$ cat config.mk
export PLATFORM = sky130hd
export DESIGN_NAME = fp_mul_booth_seq_flat
export DESIGN_NICKNAME = d
export VERILOG_FILES = /design/src/rtl/fp_mul_booth_seq_if.sv /design/src/rtl/fp_mul_booth_seq.sv /design/src/flat_wrapper.sv
export SDC_FILE = /design/constraint.sdc
export NUM_CORES = 1
export LEC_CHECK = 0
export CAP_MARGIN = 20
export CORE_ASPECT_RATIO = 1.5
export CORE_UTILIZATION = 45
export CTS_BUF_LIST = sky130_fd_sc_hd__clkbuf_4 sky130_fd_sc_hd__clkbuf_8
export DETAILED_ROUTE_END_ITERATION = 12
export PLACE_DENSITY = 0.67
export SYNTH_ARGS = -nofsm -noshare
export SYNTH_HDL_FRONTEND = slang
export SYNTH_SLANG_ARGS = --single-unit
$ cat constraint.sdc
create_clock -name clk -period 5.8 [get_ports clk]
set_input_delay 1.16 -clock clk [delete_from_list [all_inputs] [get_ports clk]]
set_output_delay 1.16 -clock clk [all_outputs]
set_load 0.01 [all_outputs]
$ cat src/rtl/fp_mul_booth_seq_if.sv
// Handshake bundle between the FP multiplier front end, the sequential
// Booth significand multiplier and the normalization stage.
interface fp_mul_booth_seq_if #(
   parameter int FRAC_W = 23
);
   logic                  in_valid;
   logic                  in_ready;
   logic [FRAC_W-1:0]     frc_X;
   logic [FRAC_W-1:0]     frc_Y;
   logic                  hid_X;
   logic                  hid_Y;
   logic                  out_valid;
   logic                  out_ready;
   logic [2*FRAC_W+1:0]   frc_Z_full;
   logic                  norm_n;

   // Producer of operands and consumer of the product.
   modport master (
      output in_valid, frc_X, frc_Y, hid_X, hid_Y, out_ready,
      input  in_ready, out_valid, frc_Z_full, norm_n
   );

   // The multiplier itself.
   modport slave (
      input  in_valid, frc_X, frc_Y, hid_X, hid_Y, out_ready,
      output in_ready, out_valid, frc_Z_full, norm_n
   );
endinterface

$ cat src/rtl/fp_mul_booth_seq.sv
// Sequential radix-4 Booth significand multiplier: one Booth digit per
// cycle, full 2M-bit unsigned product plus the normalization flag.
module fp_mul_booth_seq #(
   parameter int FRAC_W = 23
) (
   input  logic                 clk,
   input  logic                 rst_n,
   fp_mul_booth_seq_if.slave    bus
);
   localparam int M      = FRAC_W + 1;      // significand width
   localparam int PW     = 2 * M;           // product width
   localparam int AW     = 2 * M + 2;       // accumulator width (signed)
   localparam int BW     = M + 2;           // zero-extended multiplier width
   localparam int DIGITS = BW / 2;          // Booth digits per operation
   localparam int CNT_W  = $clog2(DIGITS);
   localparam logic [CNT_W-1:0] CNT_LAST = CNT_W'(DIGITS - 1);
   localparam logic [CNT_W-1:0] CNT_ONE  = {{(CNT_W-1){1'b0}}, 1'b1};

   typedef enum logic [1:0] {
      S_IDLE = 2'd0,
      S_CALC = 2'd1,
      S_DONE = 2'd2
   } state_t;

   state_t            r_state;
   state_t            w_state_nxt;
   logic [M-1:0]      r_a;
   logic [BW-1:0]     r_b;
   logic [AW-1:0]     r_acc;
   logic [CNT_W-1:0]  r_cnt;
   logic              r_zero;
   logic [PW-1:0]     r_prod;
   logic              r_norm;
   logic              w_in_ready;
   logic              w_out_valid;

   logic [M-1:0]      w_a_in;
   logic [BW-1:0]     w_b_in;
   logic              w_zero_in;
   logic              w_accept;
   logic              w_last;
   logic [BW:0]       w_bext;
   logic [2:0]        w_trip;
   logic [AW-1:0]     w_a_ext;
   logic [AW-1:0]     w_pp;
   logic [AW-1:0]     w_acc_nxt;

   assign w_a_in    = {bus.hid_X, bus.frc_X};
   assign w_b_in    = {2'b00, bus.hid_Y, bus.frc_Y};
   assign w_zero_in = (w_a_in == {M{1'b0}}) || (w_b_in == {BW{1'b0}});
   assign w_accept  = bus.in_valid && (r_state == S_IDLE);
   assign w_last    = (r_cnt == CNT_LAST);

   // B[-1] is an implicit 0 appended below the LSB, so digit i reads bits 2i..2i+2 here.
   assign w_bext    = {r_b, 1'b0};
   assign w_trip    = w_bext[{r_cnt, 1'b0} +: 3];
   assign w_a_ext   = {{(AW-M){1'b0}}, r_a};

   // Booth recoding: select digit * A as a two's-complement partial product.
   always_comb begin
      w_pp = {AW{1'b0}};
      case (w_trip)
         3'b001, 3'b010: w_pp = w_a_ext;
         3'b011:         w_pp = w_a_ext << 1;
         3'b100:         w_pp = -(w_a_ext << 1);
         3'b101, 3'b110: w_pp = -w_a_ext;
         default:        w_pp = {AW{1'b0}};
      endcase
   end

   assign w_acc_nxt = r_acc + (w_pp << {r_cnt, 1'b0});

   // State register.
   always_ff @(posedge clk) begin
      if (!rst_n) r_state <= S_IDLE;
      else        r_state <= w_state_nxt;
   end

   // Next-state logic; a zero operand spends a single CALC cycle and skips the digit loop.
   always_comb begin
      w_state_nxt = r_state;
      case (r_state)
         S_IDLE: begin
            if (w_accept) w_state_nxt = S_CALC;
            else          w_state_nxt = S_IDLE;
         end
         S_CALC: begin
            if (r_zero || w_last) w_state_nxt = S_DONE;
            else                  w_state_nxt = S_CALC;
         end
         S_DONE: begin
            if (bus.out_ready) w_state_nxt = S_IDLE;
            else               w_state_nxt = S_DONE;
         end
         default: w_state_nxt = S_IDLE;
      endcase
   end

   // Handshake outputs decoded from the registered state only.
   always_comb begin
      w_in_ready  = 1'b0;
      w_out_valid = 1'b0;
      case (r_state)
         S_IDLE:  w_in_ready  = 1'b1;
         S_DONE:  w_out_valid = 1'b1;
         default: begin
            w_in_ready  = 1'b0;
            w_out_valid = 1'b0;
         end
      endcase
   end

   // Operand capture, digit accumulation and result load.
   always_ff @(posedge clk) begin
      if (!rst_n) begin
         r_a    <= {M{1'b0}};
         r_b    <= {BW{1'b0}};
         r_acc  <= {AW{1'b0}};
         r_cnt  <= {CNT_W{1'b0}};
         r_zero <= 1'b0;
         r_prod <= {PW{1'b0}};
         r_norm <= 1'b0;
      end else begin
         case (r_state)
            S_IDLE: begin
               if (w_accept) begin
                  r_a    <= w_a_in;
                  r_b    <= w_b_in;
                  r_acc  <= {AW{1'b0}};
                  r_cnt  <= {CNT_W{1'b0}};
                  r_zero <= w_zero_in;
               end
            end
            S_CALC: begin
               if (r_zero) begin
                  r_prod <= {PW{1'b0}};
                  r_norm <= 1'b0;
               end else begin
                  r_acc <= w_acc_nxt;
                  if (w_last) begin
                     // Top digit is non-negative, so acc[AW-1:PW] is zero here.
                     r_prod <= w_acc_nxt[PW-1:0];
                     r_norm <= w_acc_nxt[PW-1];
                  end else begin
                     r_cnt <= r_cnt + CNT_ONE;
                  end
               end
            end
            default: begin
               r_prod <= r_prod;
            end
         endcase
      end
   end

   assign bus.in_ready   = w_in_ready;
   assign bus.out_valid  = w_out_valid;
   assign bus.frc_Z_full = r_prod;
   assign bus.norm_n     = r_norm;
endmodule

$ cat src/flat_wrapper.sv
// flat-port wrapper written by rule: the top's interface ports become plain ports
module fp_mul_booth_seq_flat 
#(
   parameter int FRAC_W = 23
)
  (clk, rst_n, bus_in_valid, bus_frc_X, bus_frc_Y, bus_hid_X, bus_hid_Y, bus_out_ready, bus_in_ready, bus_out_valid, bus_frc_Z_full, bus_norm_n);
  fp_mul_booth_seq_if #(.FRAC_W(FRAC_W)) bus_i ();
  input  logic clk;
  input  logic rst_n;
  input wire logic [$bits(bus_i.in_valid)-1:0] bus_in_valid;
  input wire logic [$bits(bus_i.frc_X)-1:0] bus_frc_X;
  input wire logic [$bits(bus_i.frc_Y)-1:0] bus_frc_Y;
  input wire logic [$bits(bus_i.hid_X)-1:0] bus_hid_X;
  input wire logic [$bits(bus_i.hid_Y)-1:0] bus_hid_Y;
  input wire logic [$bits(bus_i.out_ready)-1:0] bus_out_ready;
  output wire logic [$bits(bus_i.in_ready)-1:0] bus_in_ready;
  output wire logic [$bits(bus_i.out_valid)-1:0] bus_out_valid;
  output wire logic [$bits(bus_i.frc_Z_full)-1:0] bus_frc_Z_full;
  output wire logic [$bits(bus_i.norm_n)-1:0] bus_norm_n;
  assign bus_i.in_valid = bus_in_valid;
  assign bus_i.frc_X = bus_frc_X;
  assign bus_i.frc_Y = bus_frc_Y;
  assign bus_i.hid_X = bus_hid_X;
  assign bus_i.hid_Y = bus_hid_Y;
  assign bus_i.out_ready = bus_out_ready;
  assign bus_in_ready = bus_i.in_ready;
  assign bus_out_valid = bus_i.out_valid;
  assign bus_frc_Z_full = bus_i.frc_Z_full;
  assign bus_norm_n = bus_i.norm_n;
  fp_mul_booth_seq #(.FRAC_W(FRAC_W)) u_core (.clk(clk), .rst_n(rst_n), .bus(bus_i));
endmodule
==> results_dict.tcl, run 1 <==
set metrics [dict create \
    status "complete, but fails checks" \
    violations "negative setup slack" \
    nNetsFinal 1878 \
    cp_cell_sequence "buf_6 -> or3b_4 -> o22ai_4 -> a31oi_4 -> buf_6 -> or3_4 -> a22oi_2 -> a211oi_2 -> mux2_4 -> mux2_4 -> mux2_4 -> o22ai_4 -> ha_4 -> a21o_1 -> a21o_1 -> a221o_1 -> a221o_1 -> nor2_4 -> o31ai_4 -> a31o_4 -> a221oi_4 -> xnor2_1 -> a32oi_1 -> o21ai_1" \
    drc 0 \
    cts.clk_slew.worst_paths_ns 0.09 \
    setup_tns_ns -0.164 \
    synth_most_common_cell "nand2_1" \
    ys_types 91 \
    gr-usage-all-layers_pct 30.0 \
    synth.area.top_cells "dfxtp_1 27%, nand2_1 7.3%, ha_1 5.6%" \
    grt_pass1_vias 12100 \
    rows 70 \
    hold_path_depth 2 \
    slowest_delay_ns 0.43 \
    cts_buffers 17 \
    antenna_found_initial 0 \
    grt_pass1_wl_um 62000 \
    reg2reg_to "u_core.bus.norm_n$_SDFFE_PN0P_" \
    place_ws_ns -0.501 \
    dr.pass1.iters 6 \
    tightest_slew_ns 1.00 \
    critPathCapture "u_core.bus.norm_n$_SDFFE_PN0P_" \
    cpMostUsedCell "mux2_4" \
    cts-htree-levels 4 \
    critical_path_class "flip-flop to flip-flop" \
    post_drt_wl_per_cell_um 18.6 \
    p_leak_nw 6.48 \
    first_iter_violations 769 \
    netlist_instances 1475 \
    drv_cap 0 \
    synth_seq_area_share_pct 26.6 \
    vias 12400 \
    dp_hpwl_um 29900 \
    setup.worst_path.start "u_core.r_cnt[0]$_SDFFE_PN0P_" \
    synth_edf_count 0 \
    diodes 0 \
    stdcell_area_um2 15700 \
    max-vdd-ir-drop_mv 0.177 \
    slew_headroom_pct 33.0 \
    worstReg2RegStart "u_core.r_cnt[0]$_SDFFE_PN0P_" \
    place_area_um2 14300 \
    fin_cells 2111 \
    cts_tree "built" \
    routed_wirelength_um 39300 \
    clock_sinks 151 \
    period_minus_slack_ns 5.89 \
    ctsRootBufferMaster "clkbuf_8" \
    dp_cells 2055 \
    hold_viol 0 \
    yosys.area.top_type "dfxtp_1" \
    synth_common_cells "220 x nand2_1, 151 x dfxtp_1, 91 x clkbuf_1" \
    start_util_pct 46.2 \
    period_share_pct 101 \
    hold_buffers 0 \
    finalMaxSlewViolations 0 \
    cpMaxStageDelayCell "or3b_4" \
    rsz0062_at_grt "yes" \
    fin_ws_ns -0.0851 \
    critPathCaptureType "flip-flop" \
    die_x_um 132 \
    drive_above_1_share_pct 26.4 \
    syn_nets 1579 \
    finalSetupViolations 3 \
    start_kind "flip-flop" \
    async_flop_share_pct 0 \
    area_growth_pct 38.4 \
    portBuffers 102 \
    clockBufferDepth 2 \
    gp_congestion 0.981 \
    die_area_um2 25900 \
    ys_seq_elements 151 \
    reg2reg_depth 24 \
    synthesis.area_um2 11400 \
    post-route-util_pct 63.9 \
    yosysTopAreaCellShare_pct 26.6 \
    synth_warnings 0 \
    drtAntennaViolNets 0 \
    vias_per_cell 5.85 \
    top_level_ports 103 \
    required_ns 6.20 \
    die_h_um 197 \
    hp-class "flip-flop to flip-flop" \
    synth_ff_type "dfxtp_1" \
    clock-skew-final_ns 0.0136 \
    power_density_nw_per_um2 233 \
    syn_area_per_cell_um2 7.71 \
    overflow 0 \
    design.core.area_um2 24600 \
    timing.fmax_ghz 0.170 \
    cp_max_fo 9 \
    worstPathArrival_ns 6.28 \
    grt_max_degree 66 \
    ff2ff_setup_slack_ns -0.09 \
    insertion_delay_ns 0.51 \
]
==> worst min-delay path by stage <==
stage / end / startpoint / slack [ns]
2_1_floorplan: u_core.r_acc[46]$_SDFFE_PN0P_ / u_core.r_acc[46]$_SDFFE_PN0P_ / 0.43
3_3_place_gp: u_core.bus.frc_Z_full[46]$_SDFFE_PN0P_ / u_core.bus.frc_Z_full[46]$_SDFFE_PN0P_ / 0.45
3_5_place_dp: u_core.bus.frc_Z_full[46]$_SDFFE_PN0P_ / u_core.bus.frc_Z_full[46]$_SDFFE_PN0P_ / 0.45
4_1_cts: u_core.bus.frc_Z_full[46]$_SDFFE_PN0P_ / u_core.bus.frc_Z_full[46]$_SDFFE_PN0P_ / 0.47
5_1_grt: u_core.r_b[20]$_SDFFE_PN0P_ / u_core.r_b[20]$_SDFFE_PN0P_ / 0.49
6_report: u_core.bus.frc_Z_full[46]$_SDFFE_PN0P_ / u_core.bus.frc_Z_full[46]$_SDFFE_PN0P_ / 0.47
==> per-layer routing <==
layer	up-vias	GRT usage (%)	routed length, um
met1	5867	32.3	15100
met4	0	16.2	1890
li1	5997	-	-
met2	356	56.3	20800
met3	130	4.04	1480
met5	-	0	0
==> what timing repair did <==
| action | 4_1_cts | 5_1_grt |
|---|---|---|
| pin swaps | 10 | 25 |
| setup endpoints to repair | 35 | 46 |
| buffers inserted | 6 | 16 |
| endpoints found under the hold margin | 0 | 0 |
| resized for setup | 45 | 129 |
| cloned | 0 | 2 |
==> worst max-delay path: cells and delay by family (launching register included) <==
family                     cells  cell delay, ns
muxes                          3            0.88
AOI/OAI and AO/OA             14            2.83
DFF                            1            0.38
adders and majority gates      1            0.24
xor gates and xnor gates       1            0.11
and+or+nand+nor                3            1.00
buffers and inverters          2            0.32
==> metrics by stage <==
stage	hold slack [ns]	power, W
floorplan	0.432	0.00198
global placement	0.447	0.00263
detailed placement	0.449	0.00265
CTS	0.474	0.00350
global route	0.494	0.00385
finish	0.467	0.00366
==> where the power goes <==
group / internal (W) / leakage, nW / switching [W] / total [W]
logic: 0.000807 / 5.06 / 0.000911 / 0.00172
registers: 0.00108 / 1.23 / 0.0000392 / 0.00112
clock network: 0.000354 / 0.190 / 0.000468 / 0.000822
==> kinds of logic (layout without fill, tap and decap cells) <==
group	Yosys count	in the layout	synth area share, %
buffers and inverters	137	449	5.03
flip-flops	151	151	26.6
adder cells (fa/ha/maj)	52	52	5.79
multiplexers	57	57	5.36
XOR/XNOR	58	58	4.47
AND/OR/NAND/NOR	525	525	22.6
AO/OA/AOI/OAI	495	495	30.2
==> flip-flops by register name, summed over array words and instances, names as in the netlist <==
register	count
u_core.bus.frc_Z_full	47
u_core.bus.norm_n	1
u_core.r_a	24
u_core.r_acc	48
u_core.r_b	24
u_core.r_cnt	4
u_core.r_state	2
u_core.r_zero	1
==> cell type report <==
class                      instances  area [um2]
timing repair buffer             393        3260
fill                            2183        8880
multi-input combinational       1187        8570
clock inverter                    14         141
inverter                          24        90.1
clock buffer                      18         241
tap                              324         405
sequential                       151        3030
==> cells in the final DEF (no fill, tap or decap), types with 45 or more instances in the layout <==
cell type	synthesis	final
o21ai_0	76	63
nor2b_1	49	47
ha_1	51	45
a21oi_1	87	72
a21boi_0	64	63
clkdlybuf4s50_1	0	101
buf_4	6	275
nor2_1	75	69
nand2_1	220	218
dfxtp_1	151	148
(Power assumes the default switching activity.)
==> run 2, diff against run 1 <==
--- a/config.mk
+++ b/config.mk
@@ -10,7 +10,10 @@
 export CORE_UTILIZATION = 45
 export CTS_BUF_LIST = sky130_fd_sc_hd__clkbuf_4 sky130_fd_sc_hd__clkbuf_8
 export DETAILED_ROUTE_END_ITERATION = 12
+export GPL_ROUTABILITY_DRIVEN = 0
 export PLACE_DENSITY = 0.67
+export RECOVER_POWER = 25
+export SLEW_MARGIN = 10
 export SYNTH_ARGS = -nofsm -noshare
 export SYNTH_HDL_FRONTEND = slang
 export SYNTH_SLANG_ARGS = --single-unit
==> run 2 against run 1 <==
The flow finishes with violations (max-capacitance violations, max-slew violations, negative setup slack). Register-to-register slack hardly changed. Global-route usage shrank 1.7 points. Highest routed layer unchanged. Cell area is 1.2% lower. Largest cell class unchanged. Critical endpoint unchanged.
==> results_dict.tcl, run 2 (same netlist as run 1, synthesis figures left out) <==
set metrics [dict create \
    status "complete, but fails checks" \
    violations "max-capacitance violations, max-slew violations, negative setup slack" \
    finalSetupViolations 8 \
    largest-register "u_core.r_acc" \
    drive_above_1_share_pct 25.1 \
    clock_sinks 151 \
    power_density_nw_per_um2 235 \
    cp_max_fo 8 \
    period_share_pct 101 \
    max-vdd-ir-drop_mv 0.173 \
    top_level_ports 103 \
    gr-usage-all-layers_pct 28.3 \
    cts-htree-levels 4 \
    crit_family "compound AO/OA/AOI/OAI gates" \
    hp-class "flip-flop to flip-flop" \
    critPathCaptureType "flip-flop" \
    dp_cells 2035 \
    reg2reg_to "u_core.bus.norm_n$_SDFFE_PN0P_" \
    tightest_slew_ns 2.56 \
    largest_register_ffs 48 \
    die_x_um 132 \
    hold_buffers 0 \
    portBuffers 102 \
    cpMaxStageDelayCell "dfxtp_4" \
    layout_commonest_cell "buf_4" \
    power.total_w 0.00366 \
    fin_ws_ns -0.0720 \
    cts_buffers 17 \
    dr.pass1.iters 6 \
    critical_path_buf_inv_count 3 \
    drc 0 \
    dp_hpwl_um 28000 \
    diodes 0 \
    timing.fmax_ghz 0.170 \
    final_cell_mix "253 x buf_4, 219 x nand2_1, 148 x dfxtp_1, 100 x clkdlybuf4s50_1, 75 x a21oi_1" \
    cts_tree "built" \
    rsz0062_at_grt "yes" \
    clock-skew-final_ns 0.0121 \
    worstPathArrival_ns 6.26 \
    place_ws_ns -0.362 \
    stdcell_area_um2 15600 \
    antenna_found_initial 0 \
    rows 70 \
    vias 12400 \
    required_ns 6.19 \
    reg2reg_depth 25 \
    critPathCapture "u_core.bus.norm_n$_SDFFE_PN0P_" \
    slowest_delay_ns 0.42 \
    cp.depth 25 \
    ff2ff_setup_slack_ns -0.07 \
    routed_wirelength_um 37600 \
    start_kind "flip-flop" \
    worstReg2RegStart "u_core.r_cnt[1]$_SDFFE_PN0P_" \
    drtAntennaViolNets 0 \
    ctsRootBufferMaster "clkbuf_8" \
    vias_per_cell 5.95 \
    grt_max_degree 83 \
    hold_viol 0 \
    grt_pass1_wl_um 58800 \
    drv_cap 1 \
    period_minus_slack_ns 5.87 \
    clockBufferDepth 2 \
    start_util_pct 46.2 \
    die_area_um2 25900 \
    fin_cells 2086 \
    post_drt_wl_per_cell_um 18.0 \
    design.core.area_um2 24600 \
    insertion_delay_ns 0.50 \
    cts.clk_slew.worst_paths_ns 0.10 \
    p_leak_nw 6.33 \
    grt_pass1_vias 12000 \
    nNetsFinal 1853 \
    first_iter_violations 1005 \
    critical_path_class "flip-flop to flip-flop" \
    slew_headroom_pct -70.7 \
    die_h_um 197 \
    area_growth_pct 36.8 \
    overflow 0 \
    setup.worst_path.start "u_core.r_cnt[1]$_SDFFE_PN0P_" \
    finalMaxSlewViolations 53 \
    place_area_um2 14200 \
    hold_ws_ns 0.469 \
    hp-start "u_core.bus.frc_Z_full[46]$_SDFFE_PN0P_" \
]
## run 2: changes by cell type in the layout (fill, tap and decap cells not counted), moves of 3 or more
| cell | change |
|---|---|
| a21oi_1 | +3 |
| a21oi_2 | -4 |
| buf_4 | -22 |
| buf_6 | -3 |
| mux2i_1 | -7 |
| mux2i_2 | +5 |
| o21ai_0 | -4 |
| o21ai_2 | +3 |
| o22ai_1 | +3 |
| o22ai_2 | -3 |
## run 2: layer usage
| metal | track usage (%) | share of wire (%) | vias to the layer above |
|---|---|---|---|
| met5 | 0 | 0 | - |
| met4 | 18.9 | 6.5 | 0 |
| met3 | 4.22 | 4.6 | 160 |
| met2 | 52.0 | 51 | 463 |
| met1 | 29.8 | 38 | 5842 |
| li1 | - | - | 5949 |
## run 2: final cells by class
| class | instances | area (um2) |
|---|---|---|
| flip-flops and latches | 151 | 3030 |
| inverters | 24 | 90.1 |
| well taps | 324 | 405 |
| repair buffers | 368 | 3080 |
| fillers | 2120 | 9060 |
| clock buffers | 18 | 248 |
| clock inverters | 14 | 163 |
| multi-input cells | 1187 | 8540 |
## run 2: worst register-to-register path, cell delays in order, from the launching register on
cell and delay [ns]:
dfxtp_4 0.42, buf_6 0.16, mux2i_1 0.25, o22a_2 0.24, o31a_1 0.26, buf_4 0.16
nand4_4 0.14, o41ai_4 0.37, a2111oi_1 0.16, a21o_1 0.21, mux2_4 0.29, mux2_4 0.29
o22ai_4 0.22, ha_4 0.25, and2_4 0.14, and3_4 0.18, a221o_1 0.36, a221o_1 0.37
nor2_4 0.20, o31ai_4 0.09, a31o_4 0.25, a221oi_4 0.31, buf_4 0.18, nor3_2 0.04
a31oi_1 0.17, o21ai_1 0.08
## run 2: timing repair
item	in CTS	in global routing
resized for setup	27	146
endpoints found under the setup margin	33	44
pin swaps	6	40
buffers inserted	1	18
## run 2: worst min path at each step
stage               cells after the start                                      to
finish                                  2  u_core.bus.frc_Z_full[46]$_SDFFE_PN0P_
global route                            2           u_core.r_acc[10]$_SDFFE_PN0P_
CTS                                     2              u_core.r_b[6]$_SDFFE_PN0P_
detailed placement                      2             u_core.r_b[14]$_SDFFE_PN0P_
global placement                        2             u_core.r_b[21]$_SDFFE_PN0P_
floorplan                               2           u_core.r_acc[46]$_SDFFE_PN0P_
## run 2: metrics by stage
| step | TNS, ns | utilization (%) |
|---|---|---|
| 6_report | -0.276 | 63.2 |
| 3_3_place_gp | -3.42 | 57.7 |
| 4_1_cts | -0.147 | 60.0 |
| 3_5_place_dp | -5.30 | 57.7 |
| 2_1_floorplan | 0 | - |
| 5_1_grt | -3.27 | 63.2 |
## run 2: where the power goes
| group | leakage, nW | internal, W | switching [W] |
|---|---|---|---|
| Sequential | 1.23 | 0.00108 | 0.0000412 |
| Combinational | 4.91 | 0.000784 | 0.000881 |
| Clock | 0.201 | 0.000405 | 0.000465 |
| Total | 6.33 | 0.00227 | 0.00139 |
